<file path="config.mk">
export PLATFORM = sky130hd
export DESIGN_NAME = shared_line_arbiter
export DESIGN_NICKNAME = d
export VERILOG_FILES = /design/src/rtl/shared_line_arbiter.sv
export SDC_FILE = /design/constraint.sdc
export NUM_CORES = 1
export LEC_CHECK = 0
export BUFFER_PORTS_ARGS = -buffer_cell sky130_fd_sc_hd__buf_2
export CORE_ASPECT_RATIO = 0.75
export CORE_MARGIN = 5
export CORE_UTILIZATION = 51
export DETAILED_ROUTE_END_ITERATION = 8
export HOLD_SLACK_MARGIN = 0.15
export PLACE_DENSITY = 0.86
export SLEW_MARGIN = 0
export SYNTH_ARGS = -nofsm -noshare
export SYNTH_HDL_FRONTEND = slang
export SYNTH_SLANG_ARGS = --single-unit
export TNS_END_PERCENT = 5
</file>
<file path="constraint.sdc">
create_clock -name clk -period 3.8 [get_ports clk]
set_input_delay 0.38 -clock clk [delete_from_list [all_inputs] [get_ports clk]]
set_output_delay 0.38 -clock clk [all_outputs]
set_load 0.05 [all_outputs]
</file>
<file path="src/rtl/shared_line_arbiter.sv">
// Round-robin arbiter that drives a granted word onto a shared line,
// holds it, reads the resolved value back and flags contention.
module shared_line_arbiter #(
  parameter int N           = 4,
  parameter int W           = 8,
  parameter int HOLD_CYCLES = 3,
  parameter int CNT_W       = 8
) (
  input  logic                 clk,
  input  logic                 rst,
  input  logic [N-1:0]         req,
  input  logic [N*W-1:0]       req_data,
  output logic [N-1:0]         grant,
  output logic [W-1:0]         bus_out,
  output logic                 bus_oe,
  input  logic [W-1:0]         bus_in,
  output logic                 done,
  output logic                 contention,
  output logic [CNT_W-1:0]     contention_cnt,
  output logic [$clog2(N)-1:0] rr_ptr
);

  localparam int PW = $clog2(N);
  localparam int HW = $clog2(HOLD_CYCLES + 1);

  typedef enum logic [2:0] {
    IDLE,
    ARB,
    DRIVE,
    SAMPLE,
    RELEASE
  } state_t;

  state_t        state;
  state_t        state_nx;
  logic [HW-1:0] hold_cnt;
  logic [PW-1:0] win_idx;
  logic [PW-1:0] win_q;
  logic          win_found;
  logic          mismatch;

  // First asserted request at or above rr_ptr, wrapping past N-1.
  always_comb begin
    win_found = 1'b0;
    win_idx   = '0;
    for (int k = 0; k < N; k++) begin
      if (!win_found && req[(int'(rr_ptr) + k) % N]) begin
        win_found = 1'b1;
        win_idx   = PW'((int'(rr_ptr) + k) % N);
      end
    end
  end

  always_comb begin
    state_nx = state;
    unique case (state)
      IDLE:    if (|req) state_nx = ARB;
      ARB:     state_nx = win_found ? DRIVE : IDLE;
      DRIVE: begin
        if (hold_cnt == HW'(HOLD_CYCLES - 1))
          state_nx = SAMPLE;
      end
      SAMPLE:  state_nx = RELEASE;
      RELEASE: state_nx = IDLE;
      default: state_nx = IDLE;
    endcase
  end

  assign bus_oe = (state == DRIVE) || (state == SAMPLE);

  always_ff @(posedge clk) begin
    if (rst) begin
      state          <= IDLE;
      grant          <= '0;
      bus_out        <= '0;
      done           <= 1'b0;
      contention     <= 1'b0;
      contention_cnt <= '0;
      rr_ptr         <= '0;
      hold_cnt       <= '0;
      mismatch       <= 1'b0;
      win_q          <= '0;
    end else begin
      state      <= state_nx;
      done       <= 1'b0;
      contention <= 1'b0;
      unique case (state)
        ARB: begin
          if (win_found) begin
            grant    <= {{(N-1){1'b0}}, 1'b1} << win_idx;
            bus_out  <= req_data[win_idx*W +: W];
            win_q    <= win_idx;
            hold_cnt <= '0;
          end
        end
        DRIVE: hold_cnt <= hold_cnt + 1'b1;
        // x/z on the readback must count as a mismatch
        SAMPLE: mismatch <= (bus_in !== bus_out);
        RELEASE: begin
          done       <= 1'b1;
          contention <= mismatch;
          grant      <= '0;
          if (mismatch && contention_cnt != '1)
            contention_cnt <= contention_cnt + 1'b1;
          rr_ptr <= (win_q == PW'(N - 1)) ? '0 : win_q + 1'b1;
        end
        default: ;
      endcase
    end
  end

endmodule

</file>
# Word level (Yosys, flattened, before mapping)
# Index checks and enable logic that the tools add are counted.
[word_totals]
regBits = 32
input_bits = 46
out_inout_bits = 25
wordCells = 87
[op_classes]
add_sub_neg = 6
magnitude_cmp = 4
n_eq_ne = 11
shift = 2
n_mux = 29
bitwise_logic = 4
reduce_logical = 21
[ops]
columns = ["cell", "count"]
rows = [
  ["$shiftx 32x6->8", 1],
  ["$mux 2", 7],
  ["$lt 3x4->1 const B", 3],
  ["$mux 1", 12],
  ["$pmux 3 s4", 1],
  ["$reduce_and 2->1", 5],
  ["$add 8x1->8 const B", 1],
  ["$bmux 1 s2", 4],
  ["$ne 8x8->1 const B", 1],
  ["$nex 8x8->1", 1],
  ["$pmux 4 s2", 1],
  ["$reduce_or 2->1", 4],
  ["$add 2x1->2 const B", 3],
  ["$eq 3x2->1 const B", 2],
  ["$mux 3", 2],
  ["$ne 2x2->1 const B", 3],
  ["$add 2x2->2 const B", 2],
  ["$eq 2x2->1 const B", 2],
  ["$logic_and 1x1->1", 4],
  ["$mux 4", 1],
  ["$pmux 2 s2", 1],
  ["$reduce_bool 2->1", 2],
  ["$reduce_or 4->1", 1],
  ["$shl 1x2->4 const A", 1],
  ["other kinds (8)", 12],
]

# Longest topological paths before layout
# Gate-level depths: netlist of the first run.
[logic_depth]
ltp_word = 17
ltp_mapped = 7
mapped_depth_nobuf = 6

# Worst setup path after synthesis of the first run
# No wires, ideal clock.
[synth_path]
path_type = "reg-to-reg"
start = "reg rr_ptr[0]"
end = "reg bus_out[0]"
setup_time_ps = 133
t_arrival_ps = 1747
required_ps = 3667
setup_slack_ps = 1920
path_stages_with_launch = 8
n_path_buf = 2
synth_period_minus_slack_ps = 1880
cell_sequence = "dfxtp_1 nand2b_1 a21oi_1 a211o_1 buf_6 buf_12 mux2i_1 o221ai_1"
[synth_via]
elab_chain_cells = 13
elab_cells_between_ends = 30
classes_between = "3 x add/sub; 1 x shift; 19 x mux; 7 x reduce/logical"
[synth_lines]
columns = ["item", "line", "text"]
rows = [
  ["from (decl)", "20", "output logic [$clog2(N)-1:0] rr_ptr"],
  ["from (signal assigned)", "105", "rr_ptr <= (win_q == PW'(N - 1)) ? '0 : win_q + 1'b1;"],
  ["$add 2x1->2 / $bmux 1 s2 (equally long branches)", "47, 49", ""],
  ["$bmux 1 s2 / $mux 1 (equally long branches)", "47", "if (!win_found && req[(int'(rr_ptr) + k) % N]) begin"],
  ["$mux 1 (not written as such)", "47", ""],
  ["$mux 1 (not written as such) / $logic_not 1->1 (equally long branches)", "47", ""],
  ["$logic_and 1x1->1", "47", ""],
  ["$mux 1", "47", ""],
  ["$logic_not 1->1", "47", ""],
  ["$logic_and 1x1->1", "47", ""],
  ["$mux 1", "47", ""],
  ["$logic_not 1->1", "47", ""],
  ["$logic_and 1x1->1", "47", ""],
  ["$mux 2 / $mux 1 (equally long branches)", "47", ""],
  ["$shiftx 32x6->8 / $reduce_and 2->1 (equally long branches)", "--", ""],
  ["to (signal assigned)", "91", "bus_out <= req_data[win_idx*W +: W];"],
  ["to (decl)", "14", "output logic [W-1:0] bus_out,"],
]
# Parallel ways exist; a longest one is shown, timed or not. The select of a mux whose other input is x is not followed.
# A chain may end at the register's enable or synchronous reset.

# Worst setup path after layout of the first run
[layout_path]
start = "reg state[0]"
end = "reg bus_out[3]"
[layout_via]
elab_chain_cells = 2
[layout_lines]
columns = ["item", "line", "text"]
rows = [
  ["from (decl)", "34", "state_t state;"],
  ["from (signal assigned)", "84", "state <= state_nx;"],
  ["$eq 3x1->1", "87", "unique case (state)"],
  ["$reduce_and 2->1 (no line)", "--", ""],
]
# Every way passes these cells.

==> impl_metrics.json, run 1 <==
{
  "cp-start-kind": "flip-flop",
  "critPathKind": "reg -> reg",
  "yosysUniqueCellTypes": 40,
  "ios": 71,
  "grt_overflow_total": 0,
  "synthToLayoutAreaGrowth_pct": 26.80,
  "ant_nets": 0,
  "fp.dieW_um": 76.75,
  "syn-cell-area_um2": 1704,
  "start_util_pct": 52.55,
  "final_cell_area_um2": 2161,
  "fp.dieArea_um2": 4609,
  "grt.total_usage_pct": 17.81,
  "worstPathMaxFanout": 19,
  "total_leakage_power_uw": 0.001001,
  "max_slew_margin_pct": 43.35,
  "hpwl_um": 3200,
  "routed_wl_um": 4250,
  "numPortBuffers": 70,
  "syn_nets": 228,
  "final.period_utilization_pct": 53.38,
  "drv_cap": 0,
  "finalPower_uw": 919.2,
  "rsz0062_at_grt": "no",
  "drt-pass1-iter-count": 4,
  "clock_skew_ns": 0.009508,
  "row_count": 18,
  "grt_max_degree": 33,
  "drt_iter0_drc": 119,
  "maxSlewViolCount": 0,
  "place_congestion": 0.7671,
  "fin_nets": 297,
  "drc": 0,
  "core_um2": 3243,
  "hold_buffers": 0,
  "ys.warnings.count": 0,
  "cts-resized-gates": 0,
  "synthCells": 179,
  "cts_buffers": 5,
  "dr_total_vias": 1575,
  "diodes": 0,
  "fmax_ghz": 0.4930,
  "cp.required_ns": 4.00,
  "avgSynthCellArea_um2": 9.520,
  "cts-root-buf": "clkbuf_8",
  "hold_viol_final": 0,
  "fin_cells": 289,
  "ys_seq_area_share_pct": 37.59,
  "ys_ff_latch": 32,
  "drt-vias-per-instance": 5.450,
  "grt_first_pass_wirelength_um": 6644,
  "arrival_ns": 2.23,
  "worstSkewPairLatency_ns": 0.28,
  "drive_gt1_share_pct": 34.14,
  "post_drt_wl_per_cell_um": 14.71,
  "placed_cells": 281,
  "power.density_nw_per_um2": 425.4,
  "irDropWorstVdd_mv": 0.2357,
  "final_cell_mix": "70 x buf_2, 32 x dfxtp_1, 19 x nor2_1, 19 x mux2i_1, 12 x xnor2_1",
  "clock-sinks": 32,
  "max_slew.worst_pin.slew_ns": 0.8497,
  "clock_path_buffers": 2,
  "h-tree-depth": 2,
  "fp.dieH_um": 60.06,
  "tritoncts": "built",
  "grt_antenna_before_repair": 0,
  "hold_class": "in -> reg",
  "fin_crit_ns": 2.028,
  "final_common_cell": "buf_2",
  "place_area_um2": 2034,
  "post_cts_buffers": 0,
  "cts.clk_slew.worst_paths_ns": 0.07,
  "grt_pass1_vias": 1483,
  "end_kind": "flip-flop",
  "setup_violations": 0,
  "outcome": "completed",
  "setup_tns_ns": 0
}
synth_stat cells:
cell / count / area, um^2
a211oi_1: 2 / 15.01
nand3b_1: 10 / 75.07
nand2b_1: 5 / 31.28
clkbuf_1: 3 / 11.26
and2b_1: 2 / 15.01
inv_1: 4 / 15.01
nand4_1: 4 / 25.02
buf_2: 1 / 5.000
nor3b_4: 1 / 18.77
buf_12: 1 / 20.02
a32oi_1: 1 / 8.760
a22oi_1: 1 / 7.510
mux2i_1: 19 / 190.2
o21a_1: 1 / 7.510
o211ai_4: 1 / 21.27
or3_1: 1 / 6.260
xor2_1: 2 / 17.52
nor3b_2: 1 / 12.51
nor4_1: 2 / 12.51
xnor2_1: 12 / 105.1
o221ai_1: 8 / 70.07
and2_1: 1 / 6.260
a31oi_1: 1 / 6.260
o211a_1: 1 / 10.01
nor2b_1: 1 / 6.260
nand2_1: 10 / 37.54
a21oi_1: 9 / 45.04
nor2_1: 19 / 71.32
nor3_1: 5 / 25.02
o22ai_2: 1 / 12.51
nor3b_1: 1 / 7.510
nor3_2: 2 / 20.02
dfxtp_1: 32 / 640.6
ha_1: 3 / 37.54
o31a_1: 1 / 8.760
nor2_4: 1 / 11.26
nand3_1: 4 / 20.02
o21ai_0: 1 / 5.000
a211o_1: 1 / 8.760
buf_6: 3 / 33.78
power breakdown:
| part | internal [uW] | switching [uW] |
|---|---|---|
| Sequential | 354 | 20.9 |
| Combinational | 72.8 | 117 |
| Clock | 231 | 123 |
final cells by class:
type | instances | area [um^2]
Inverter | 4 | 15.01
Fill cell | 259 | 1082
Sequential cell | 32 | 640.6
Clock buffer | 7 | 96.34
Multi-Input combinational cell | 135 | 978.4
Clock inverter | 1 | 30.03
Tap cell | 40 | 50.05
Timing Repair Buffer | 70 | 350.3
critical path: stages, from the launching register on:
cell	delay, ns
dfxtp_1	0.46
nor3b_2	0.32
nand2b_1	0.45
nor2_4	0.22
nand2b_1	0.23
o221ai_1	0.27
registers in the layout, summed over array words and instances, names as in the netlist:
name	cells
contention_cnt	8
win_q	2
grant	4
done	1
mismatch	1
state	3
rr_ptr	2
hold_cnt	2
bus_out	8
contention	1
logic make-up (layout without fill, tap and decap cells):
kind of cell / after synthesis / count (layout) / synth area share (%)
and+or+nand+nor: 70 / 70 / 23.57
DFF: 32 / 32 / 37.59
AOI/OAI and AO/OA: 29 / 29 / 13.29
muxes: 19 / 19 / 11.16
xor gates and xnor gates: 14 / 14 / 7.195
buffers and inverters: 12 / 82 / 4.992
adders and majority gates: 3 / 3 / 2.203
layer usage:
metal | share of wire, % | GRT usage, % | vias up
met4 | 1.3 | 5.985 | 0
met2 | 51 | 30.71 | 30
met3 | 3.9 | 4.217 | 5
met1 | 43 | 22.13 | 752
li1 | - | - | 788
met5 | 0 | 0 | -
worst paths after layout:
check	startpoint	end	cells past startpoint	slack, ns
max	state[0]$_SDFFE_PP0P_	bus_out[3]$_SDFFE_PP0P_	5	1.77
min	req_data[28]	bus_out[4]$_SDFFE_PP0P_	3	0.40
max reg2reg	state[0]$_SDFFE_PP0P_	bus_out[3]$_SDFFE_PP0P_	5	1.77
min reg2reg	grant[2]$_SDFFE_PP0P_	grant[2]$_SDFFE_PP0P_	2	0.47
per-stage QoR:
step / hold WS (ns) / utilization, % / setup slack, ns
after floorplan: 0.4591 / - / 1.920
after global placement: 0.4573 / 62.73 / 1.752
after detailed placement: 0.4636 / 62.73 / 1.613
after CTS: 0.3957 / 66.63 / 1.804
after global routing: 0.4254 / 66.63 / 1.569
final: 0.4000 / 66.63 / 1.772
Note: power is estimated with default switching activity, not from simulation.
==> inputs of run 2 (changes only) <==
- ABC_AREA: default -> 1
- CORE_UTILIZATION: 51 -> 50
- PLACE_DENSITY: 0.86 -> 0.82
- clock period: 3.8 -> 1.9 ns (I/O delays scaled with it)
==> impl_metrics.json, run 2 <==
{
  "outcome": "completed",
  "post_cts_buffers": 0,
  "setup_slack_ns": 0.1869,
  "dr_total_vias": 2207,
  "grt_antenna_before_repair": 0,
  "synth_top_cells_by_area": "dfxtp_1 32%, nand2_1 15%, inv_1 9.9%",
  "cp_common_cell": "nand2_1",
  "place_ws_ns": 0.1306,
  "grt_overflow_total": 0,
  "critPathMaxStageDelay_ns": 0.42,
  "fp.dieArea_um2": 5420,
  "final_cell_mix": "80 x nand2_1, 70 x buf_2, 53 x inv_1",
  "max_slew_margin_pct": 73.12,
  "post_drt_wl_per_cell_um": 10.73,
  "clock_path_buffers": 2,
  "h-tree-depth": 2,
  "synth_area_leader_cell": "dfxtp_1",
  "syn-cell-area_um2": 2018,
  "avgSynthCellArea_um2": 6.268,
  "hold_start": "req_data[9]",
  "grt_max_degree": 23,
  "setup_violations": 0,
  "synthAdderAreaFrac_pct": 1.860,
  "synthCells": 322,
  "cts.clk_slew.worst_paths_ns": 0.07,
  "ant_nets": 0,
  "grt.total_usage_pct": 18.85,
  "numPortBuffers": 70,
  "fp.dieW_um": 83.36,
  "ios": 71,
  "ys_seq_area_share_pct": 31.74,
  "synth-edff-count": 0,
  "cts_buffers": 5,
  "syn_nets": 371,
  "muxShareOfSynthArea_pct": 0,
  "row_count": 20,
  "crit_path_start": "rr_ptr[0]$_SDFFE_PP0P_",
  "holdWs_ns": 0.2563,
  "top_regs": "bus_out: 8 flops, contention_cnt: 8 flops, grant: 4 flops",
  "grt_pass1_vias": 2067,
  "hold_viol_final": 0,
  "clock-sinks": 32,
  "worstPathMaxFanout": 12,
  "synth_compound_area_share_pct": 8.617,
  "cp-start-kind": "flip-flop",
  "start_util_pct": 50.72,
  "yosys.area_share.simple_pct": 41.10,
  "yosys_most_used_dff": "dfxtp_1",
  "cts-resized-gates": 0,
  "critPathSlowestCell": "dfxtp_4",
  "maxSlewViolCount": 0,
  "rsz0062_at_grt": "yes",
  "drt_iter0_drc": 79,
  "core_um2": 3979,
  "grt_first_pass_wirelength_um": 8576,
  "worstSkewPairLatency_ns": 0.28,
  "fin_nets": 446,
  "synth_most_common_cell": "nand2_1",
  "power.density_nw_per_um2": 786.5,
  "hpwl_um": 3878,
  "drive_gt1_share_pct": 26.88,
  "fp.dieH_um": 65.02,
  "routed_wl_um": 4861,
  "cp.required_ns": 2.08,
  "arrival_ns": 1.89,
  "synth_xor_area_share_pct": 3.038,
  "fin_crit_ns": 1.713,
  "crit_family": "simple AND/OR/NAND/NOR gates",
  "fin_util_pct": 64.21,
  "ys.warnings.count": 0,
  "r2r-start": "rr_ptr[0]$_SDFFE_PP0P_",
  "hold_buffers": 0,
  "final_common_cell": "nand2_1",
  "irDropWorstVdd_mv": 0.4712,
  "setup_tns_ns": 0,
  "max_slew.worst_pin.slew_ns": 0.4032,
  "path_cells": "inv_4 -> nand2_1 -> nand2_1 -> o21ai_0 -> nand3_2 -> nand2_2 -> nand2_2 -> buf_4 -> nand2_1 -> nor3b_1 -> nor2_1",
  "drv_cap": 0,
  "hold_class": "in -> reg",
  "path_buf_inv": 2,
  "ys_ff_latch": 32,
  "final.period_utilization_pct": 90.16,
  "clock_skew_ns": 0.005024,
  "place_congestion": 0.8421,
  "async_reset_ff_share_pct": 0,
  "fmax_ghz": 0.5838,
  "end_kind": "flip-flop",
  "netlist.area_leader.share_pct": 31.74,
  "drt-pass1-iter-count": 4,
  "drc": 0,
  "nFillCells": 372,
  "synth_top_family_by_area": "simple AND/OR/NAND/NOR gates",
  "cts-root-buf": "clkbuf_8",
  "synthToLayoutAreaGrowth_pct": 26.60,
  "drt-vias-per-instance": 4.872,
  "tritoncts": "built",
  "diodes": 0,
  "total_leakage_power_uw": 0.001416,
  "yosysUniqueCellTypes": 32,
  "critPathKind": "reg -> reg",
  "synthTopCellsByCount": "80 x nand2_1, 53 x inv_1, 39 x nor2_1"
}
[run 2: cell count changes after synthesis, sizes merged, moves of 8 or more]
cell    change
nand2      +74
inv        +52
nand3      +35
nor2       +23
mux2i      -19
xnor2      -12
nand3b      -9
o21ai       +9
o221ai      -8
[run 2: cell type report]
class / count / area, um^2 / share of cell area [%]
Clock buffer: 6 / 72.57 / 2.840
Timing Repair Buffer: 77 / 402.9 / 15.77
Sequential cell: 32 / 648.1 / 25.37
Clock inverter: 2 / 35.03 / 1.371
Inverter: 56 / 215.2 / 8.423
Tap cell: 55 / 68.82 / 2.693
Multi-Input combinational cell: 225 / 1112 / 43.54
[run 2: routing by layer]
| layer | track usage, % | vias to the layer above | share of wire [%] |
|---|---|---|---|
| li1 | - | 1163 | - |
| met1 | 25.08 | 973 | 48 |
| met2 | 30.70 | 67 | 44 |
| met3 | 4.447 | 4 | 7.0 |
| met4 | 5.102 | 0 | 0.70 |
| met5 | 0 | - | 0 |
[run 2: cells by family (layout without fill, tap and decap cells)]
family,Yosys count,after routing
adder cells (fa/ha/maj),3,3
AO/OA/AOI/OAI,31,31
XOR/XNOR,7,7
flip-flops,32,32
AND/OR/NAND/NOR,184,184
buffers and inverters,65,141
[run 2: final timing paths]
kind | slack [ns] | end | cells past startpoint
hold / removal | 0.26 | bus_out[1]$_SDFFE_PP0P_ | 5
setup / recovery | 0.19 | bus_out[1]$_SDFFE_PP0P_ | 11
setup reg to reg | 0.19 | bus_out[1]$_SDFFE_PP0P_ | 11
hold reg to reg | 0.47 | contention$_SDFF_PP0_ | 2
[run 2: metrics by stage]
step | power (uW) | area (um^2) | instances
after floorplan | 1236 | 2022 | 322
after global placement | 1390 | 2431 | 445
after detailed placement | 1397 | 2431 | 445
after CTS | 2021 | 2539 | 453
after global routing | 2130 | 2555 | 453
final | 2009 | 2555 | 453
[run 2: worst reg2reg max path, delay by kind of cell, from the launching register on]
family / cells / cell delay [ns]
buffers and inverters: 2 / 0.24
DFF: 1 / 0.42
and+or+nand+nor: 8 / 0.72
AOI/OAI and AO/OA: 1 / 0.25
[run 2: report_power, final]
group | internal (uW) | switching [uW] | total (uW)
clock | 389 | 235 | 624
sequential | 722 | 45.8 | 768
combinational | 209 | 408 | 617
